===== src/rtl/lab1_pkg.sv =====
// ---------------------------------------------------------------------------
// lab1_pkg
// Shared constants and types for the lab1 switch/LED slice.
//   CLK_HZ                  - system clock frequency (HSOSC, 48 MHz)
//   DEBOUNCE_MS             - switch settling window in milliseconds
//   DEBOUNCE_CYCLES_DEFAULT - settling window expressed in clk cycles
//   sw_t                    - raw/debounced 4-bit DIP-switch vector
// ---------------------------------------------------------------------------
package lab1_pkg;

    localparam int CLK_HZ                  = 48_000_000;
    localparam int DEBOUNCE_MS             = 10;
    localparam int DEBOUNCE_CYCLES_DEFAULT = (CLK_HZ / 1000) * DEBOUNCE_MS;

    typedef logic [3:0] sw_t;

endpackage


===== src/rtl/switch_debouncer_if.sv =====
// ---------------------------------------------------------------------------
// switch_debouncer_if
// Bundles the switch input and the conditioned outputs of switch_debouncer.
//   sw_raw  - asynchronous switch pins (driven by the board / bench)
//   s_out   - debounced switch vector
//   changed - one-cycle strobe when s_out updates
//   rise    - per-bit 0->1 pulse on s_out
//   fall    - per-bit 1->0 pulse on s_out
//   stable  - candidate matches s_out and the stability count is saturated
// Modports:
//   master - the debouncer (consumes sw_raw, produces the rest)
//   slave  - the consumer / pin driver side
// ---------------------------------------------------------------------------
interface switch_debouncer_if #(
    parameter int WIDTH = 4
);

    logic [WIDTH-1:0] sw_raw;
    logic [WIDTH-1:0] s_out;
    logic             changed;
    logic [WIDTH-1:0] rise;
    logic [WIDTH-1:0] fall;
    logic             stable;

    modport master (
        input  sw_raw,
        output s_out,
        output changed,
        output rise,
        output fall,
        output stable
    );

    modport slave (
        output sw_raw,
        input  s_out,
        input  changed,
        input  rise,
        input  fall,
        input  stable
    );

endinterface


===== src/rtl/sync_2ff.sv =====
// ---------------------------------------------------------------------------
// sync_2ff
// Two-flop synchronizer, one independent chain per bit.
//   clk   - destination clock
//   reset - synchronous, active-low reset (clears both stages)
//   d     - asynchronous input vector
//   q     - synchronized output (second stage), no combinational path from d
// ---------------------------------------------------------------------------
module sync_2ff #(
    parameter int WIDTH = 4
) (
    input  logic             clk,
    input  logic             reset,
    input  logic [WIDTH-1:0] d,
    output logic [WIDTH-1:0] q
);

    genvar gi;
    generate
        for (gi = 0; gi < WIDTH; gi++) begin : g_bit
            logic sync1_reg;
            logic sync2_reg;

            always_ff @(posedge clk) begin
                if (!reset) begin
                    sync1_reg <= 1'b0;
                    sync2_reg <= 1'b0;
                end else begin
                    sync1_reg <= d[gi];
                    sync2_reg <= sync1_reg;
                end
            end

            assign q[gi] = sync2_reg;
        end
    endgenerate

endmodule


===== src/rtl/switch_debouncer.sv =====
// ---------------------------------------------------------------------------
// switch_debouncer
// Synchronizes the raw DIP-switch vector and debounces it as one vector:
// the synchronized value must stay unchanged for DEBOUNCE_CYCLES
// consecutive edges before it is committed to s_out. Any bit change
// restarts the count for the whole vector.
//   clk   - system clock (48 MHz)
//   reset - synchronous, active-low reset
//   bus   - switch_debouncer_if master: sw_raw in; s_out, changed,
//           rise, fall, stable out (all registered)
// ---------------------------------------------------------------------------
module switch_debouncer
    import lab1_pkg::*;
#(
    parameter int WIDTH           = 4,
    parameter int DEBOUNCE_CYCLES = DEBOUNCE_CYCLES_DEFAULT,
    parameter int CNT_W           = $clog2(DEBOUNCE_CYCLES + 1)
) (
    input  logic                clk,
    input  logic                reset,
    switch_debouncer_if.master  bus
);

    // Count value at which the candidate has been stable long enough.
    localparam logic [CNT_W-1:0] CNT_MAX = CNT_W'(DEBOUNCE_CYCLES - 1);

    logic [WIDTH-1:0] sync2;

    logic [WIDTH-1:0] cand_reg,    cand_next;
    logic [CNT_W-1:0] cnt_reg,     cnt_next;
    logic [WIDTH-1:0] s_out_reg,   s_out_next;
    logic             changed_reg, changed_next;
    logic [WIDTH-1:0] rise_reg,    rise_next;
    logic [WIDTH-1:0] fall_reg,    fall_next;
    logic             stable_reg,  stable_next;

    logic             cnt_full;
    logic             cand_held;
    logic             commit;
    logic [WIDTH-1:0] edge_rise;
    logic [WIDTH-1:0] edge_fall;

    sync_2ff #(
        .WIDTH (WIDTH)
    ) u_sync (
        .clk   (clk),
        .reset (reset),
        .d     (bus.sw_raw),
        .q     (sync2)
    );

    assign cnt_full  = (cnt_reg == CNT_MAX);
    assign cand_held = (sync2 == cand_reg);
    // Commit only when the settled candidate actually differs from s_out;
    // a bounce that returns to the current value produces no pulses.
    assign commit    = cnt_full && cand_held && (cand_reg != s_out_reg);

    genvar gi;
    generate
        for (gi = 0; gi < WIDTH; gi++) begin : g_edge
            assign edge_rise[gi] =  cand_reg[gi] & ~s_out_reg[gi];
            assign edge_fall[gi] = ~cand_reg[gi] &  s_out_reg[gi];
        end
    endgenerate

    always_comb begin
        cand_next    = cand_reg;
        cnt_next     = cnt_reg;
        s_out_next   = s_out_reg;
        changed_next = 1'b0;
        rise_next    = '0;
        fall_next    = '0;

        if (!cand_held) begin
            cand_next = sync2;
            cnt_next  = '0;
        end else if (!cnt_full) begin
            cnt_next = cnt_reg + 1'b1;
        end

        if (commit) begin
            s_out_next   = cand_reg;
            changed_next = 1'b1;
            rise_next    = edge_rise;
            fall_next    = edge_fall;
        end

        // Compared against the post-edge s_out so stable rises together
        // with a commit rather than one cycle later.
        stable_next = cnt_full && cand_held && (cand_reg == s_out_next);
    end

    always_ff @(posedge clk) begin
        if (!reset) begin
            cand_reg    <= '0;
            cnt_reg     <= '0;
            s_out_reg   <= '0;
            changed_reg <= 1'b0;
            rise_reg    <= '0;
            fall_reg    <= '0;
            stable_reg  <= 1'b0;
        end else begin
            cand_reg    <= cand_next;
            cnt_reg     <= cnt_next;
            s_out_reg   <= s_out_next;
            changed_reg <= changed_next;
            rise_reg    <= rise_next;
            fall_reg    <= fall_next;
            stable_reg  <= stable_next;
        end
    end

    assign bus.s_out   = s_out_reg;
    assign bus.changed = changed_reg;
    assign bus.rise    = rise_reg;
    assign bus.fall    = fall_reg;
    assign bus.stable  = stable_reg;

endmodule


===== src/flat_wrapper.sv =====
// flat-port wrapper written by rule: the top's interface ports become plain ports
module switch_debouncer_flat import lab1_pkg::*;
#(
    parameter int WIDTH           = 4,
    parameter int DEBOUNCE_CYCLES = DEBOUNCE_CYCLES_DEFAULT,
    parameter int CNT_W           = $clog2(DEBOUNCE_CYCLES + 1)
)
  (clk, reset, bus_sw_raw, bus_s_out, bus_changed, bus_rise, bus_fall, bus_stable);
  switch_debouncer_if #(.WIDTH(WIDTH)) bus_i ();
  input  logic clk;
  input  logic reset;
  input wire logic [$bits(bus_i.sw_raw)-1:0] bus_sw_raw;
  output wire logic [$bits(bus_i.s_out)-1:0] bus_s_out;
  output wire logic [$bits(bus_i.changed)-1:0] bus_changed;
  output wire logic [$bits(bus_i.rise)-1:0] bus_rise;
  output wire logic [$bits(bus_i.fall)-1:0] bus_fall;
  output wire logic [$bits(bus_i.stable)-1:0] bus_stable;
  assign bus_i.sw_raw = bus_sw_raw;
  assign bus_s_out = bus_i.s_out;
  assign bus_changed = bus_i.changed;
  assign bus_rise = bus_i.rise;
  assign bus_fall = bus_i.fall;
  assign bus_stable = bus_i.stable;
  switch_debouncer #(.WIDTH(WIDTH), .DEBOUNCE_CYCLES(DEBOUNCE_CYCLES), .CNT_W(CNT_W)) u_core (.clk(clk), .reset(reset), .bus(bus_i));
endmodule

===== config.mk =====
export PLATFORM = sky130hd
export DESIGN_NAME = switch_debouncer_flat
export DESIGN_NICKNAME = d
export VERILOG_FILES = /design/src/rtl/lab1_pkg.sv /design/src/rtl/switch_debouncer_if.sv /design/src/rtl/sync_2ff.sv /design/src/rtl/switch_debouncer.sv /design/src/flat_wrapper.sv
export SDC_FILE = /design/constraint.sdc
export NUM_CORES = 1
export LEC_CHECK = 0
export ABC_AREA = 0
export CORE_ASPECT_RATIO = 0.5
export CORE_MARGIN = 4
export CORE_UTILIZATION = 44
export CTS_CLUSTER_SIZE = 8
export DETAILED_ROUTE_END_ITERATION = 8
export HOLD_SLACK_MARGIN = 0.02
export PLACE_DENSITY = 0.63
export SYNTH_ARGS = -nofsm -noshare
export SYNTH_HDL_FRONTEND = slang
export SYNTH_HIERARCHICAL = 1
export SYNTH_SLANG_ARGS = --single-unit

===== constraint.sdc =====
create_clock -name clk -period 2.25 [get_ports clk]
set_input_delay 0.45 -clock clk [delete_from_list [all_inputs] [get_ports clk]]
set_output_delay 0.45 -clock clk [all_outputs]
set_load 0.05 [all_outputs]

==> results.json <==
{
  "largest_reg_flops": 19,
  "grt_overflow_total": 0,
  "grt_pass1_wl_um": 6710,
  "fin_area_um2": 2290,
  "arrival_ns": 1.55,
  "fin_nets": 242,
  "tightest_slew_ns": 0.564,
  "grt_pass1_vias": 1396,
  "ant_nets": 0,
  "ios": 20,
  "cts_tree": "done",
  "dr_total_vias": 1504,
  "diodes": 0,
  "drive_above_1_share": 0.0921,
  "numCtsBuffers": 5,
  "yosysUniqueCellTypes": 33,
  "rsz0062_at_grt": "false",
  "crit_family": "buffers and inverters",
  "place_ws_ns": 0.195,
  "rows": 16,
  "synth_seq_cells": 45,
  "fin_crit_sh": 0.888,
  "design.die.area_um2": 5600,
  "timing.critical_path.to": "bus_s_out[2]",
  "slew_headroom": 0.623,
  "synth_edf_count": 0,
  "yosys_warnings": 6,
  "gp_congestion": 0.766,
  "finalSetupTns_ns": 0,
  "drt_pass1_iterations": 4,
  "grt_max_degree": 17,
  "clk_latency_ns": 0.30,
  "critical_path_class": "reg2out",
  "power_density_nw_per_um2": 615,
  "drc": 0,
  "yosysSeqAreaShare": 0.464,
  "synth_nets": 221,
  "numPortBuffers": 19,
  "cpMaxStageDelayCell": "clkdlybuf4s50_1",
  "worst_clock_skew_ns": 0.00923,
  "finalCriticalPeriod_ns": 2.00,
  "initial_core_util": 0.478,
  "syn-cell-area_um2": 1940,
  "n_fill_cell": 399,
  "start_kind": "register",
  "cp_cell_sequence": "clkdlybuf4s50_1",
  "postPlaceCellArea_um2": 2190,
  "viasPerCell": 5.33,
  "worst_slack_ns": 0.253,
  "status": "finished, final reports clean",
  "syn_to_final_growth_pct": 17.7,
  "cp.buffers_inverters": 1,
  "syn_inst": 206,
  "cts_setup_buffers": 0,
  "cp_max_fo": 4,
  "p_total_mw": 1.41,
  "grt_use_total": 0.158,
  "antenna_found_initial": 0,
  "cp_slowest_stage_delay_ns": 0.83,
  "wire_per_inst_um": 13.8,
  "required_ns": 1.80,
  "path_depth": 1,
  "drtIter0Drc": 40,
  "p_leak_nw": 0.741,
  "die-width_um": 102,
  "root_buffer": "clkbuf_8",
  "placeableCoreArea_um2": 4060,
  "wl_um": 3890,
  "hold_violations": 0,
  "die_y_um": 55.0,
  "final_core_util": 0.563,
  "regToRegSetupSlack_ns": 0.29,
  "r2r-end": "u_core/bus.fall[3]",
  "cts.reportedPaths.clkPinSlew_ns": 0.09,
  "ys.flop_type": "dfxtp_1",
  "ir_drop_mv": 0.252,
  "cts_buffer_depth": 2,
  "finalMaxSlewViolations": 0,
  "crit_path_start": "u_core/bus.s_out[2]",
  "r2r_start": "u_core/cnt_reg[3]",
  "syn_avg_cell_area_um2": 9.43,
  "worstSetupEndpointType": "output port",
  "cts_sinks": 45,
  "cts-hold-fix-buffers": 0,
  "synth_async_sr_flop_share": 0,
  "hold_path_class": "reg2reg",
  "fmax_ghz": 0.501,
  "setup_viol": 0,
  "maxCapViolations": 0,
  "h-tree-depth": 2,
  "cts-resized-gates": 0,
  "dp_hpwl_um": 2780,
  "r2r_cells": 4
}
kinds of logic (layout without fill, tap and decap cells):
kind of cell,Yosys count,count (layout),synth area share
and+or+nand+nor,85,85,0.268
buffers and inverters,25,47,0.0580
DFF,45,45,0.464
xor gates and xnor gates,9,9,0.0406
adders and majority gates,9,9,0.0580
muxes,3,3,0.0155
AOI/OAI and AO/OA,30,30,0.0960
where the power goes:
group	internal, mW	switching (mW)	total (mW)
Clock	0.224	0.290	0.514
Sequential	0.807	0.00797	0.815
Combinational	0.0343	0.0412	0.0755
stage by stage:
step / hold WS (ns) / instances
3_3_place_gp: 0.413 / 274
3_5_place_dp: 0.421 / 274
5_1_grt: 0.461 / 282
4_1_cts: 0.436 / 282
6_report: 0.432 / 282
2_1_floorplan: 0.412 / 206
layer usage:
layer  up-vias  wire length (µm)  track usage
met1       708              2030        0.206
met2        19              1660        0.256
met5         -                 0            0
met4         0                32       0.0523
li1        772                 -            -
met3         5               164       0.0451
cell usage after synthesis, drive strengths merged (8+ instances only):
master / count / share of area
dfxtp: 45 / 0.46
a21oi: 13 / 0.034
and2: 13 / 0.042
inv: 12 / 0.023
nand3: 11 / 0.028
nand2: 10 / 0.019
ha: 9 / 0.058
xnor2: 9 / 0.041
buf: 8 / 0.025
nand4: 8 / 0.029
nor2: 8 / 0.015
nor3b: 8 / 0.031
area by class of cell:
class	count	area (µm²)	share of cell area
Sequential cell	45	901	0.394
Timing Repair Buffer	27	250	0.109
Clock buffer	5	68.8	0.0301
Clock inverter	3	25.0	0.0109
Inverter	12	45.0	0.0197
Multi-Input combinational cell	136	928	0.406
Tap cell	54	67.6	0.0296
worst min path at each step:
| stage | end | cells after the start | from | slack [ns] |
|---|---|---|---|---|
| 5_1_grt | u_core/u_sync/g_bit[3].sync2_reg | 1 | u_core/u_sync/g_bit[3].sync1_reg | 0.46 |
| 2_1_floorplan | u_core/u_sync/g_bit[0].sync2_reg | 1 | u_core/u_sync/g_bit[0].sync1_reg | 0.41 |
| 6_report | u_core/u_sync/g_bit[0].sync2_reg | 1 | u_core/u_sync/g_bit[0].sync1_reg | 0.43 |
| 3_5_place_dp | u_core/u_sync/g_bit[0].sync2_reg | 1 | u_core/u_sync/g_bit[0].sync1_reg | 0.42 |
| 3_3_place_gp | u_core/u_sync/g_bit[3].sync2_reg | 1 | u_core/u_sync/g_bit[3].sync1_reg | 0.41 |
| 4_1_cts | u_core/u_sync/g_bit[0].sync2_reg | 1 | u_core/u_sync/g_bit[0].sync1_reg | 0.44 |
cells in the final DEF (no fill, tap or decap), types with 3 or more instances in the layout:
master	n
nand2_1	10
buf_4	8
or3_1	6
nor3b_1	8
dfxtp_1	45
nand3_1	11
a21oi_1	13
clkdlybuf4s50_1	19
nand4_1	7
nor2_1	8
nor3_1	5
inv_1	12
or4_1	3
clkbuf_8	5
o31ai_1	7
o21ai_0	3
and4_1	4
xnor2_1	9
mux2i_1	3
and2_1	13
a211oi_1	5
ha_1	9
Power figures use the tool's default switching activity.
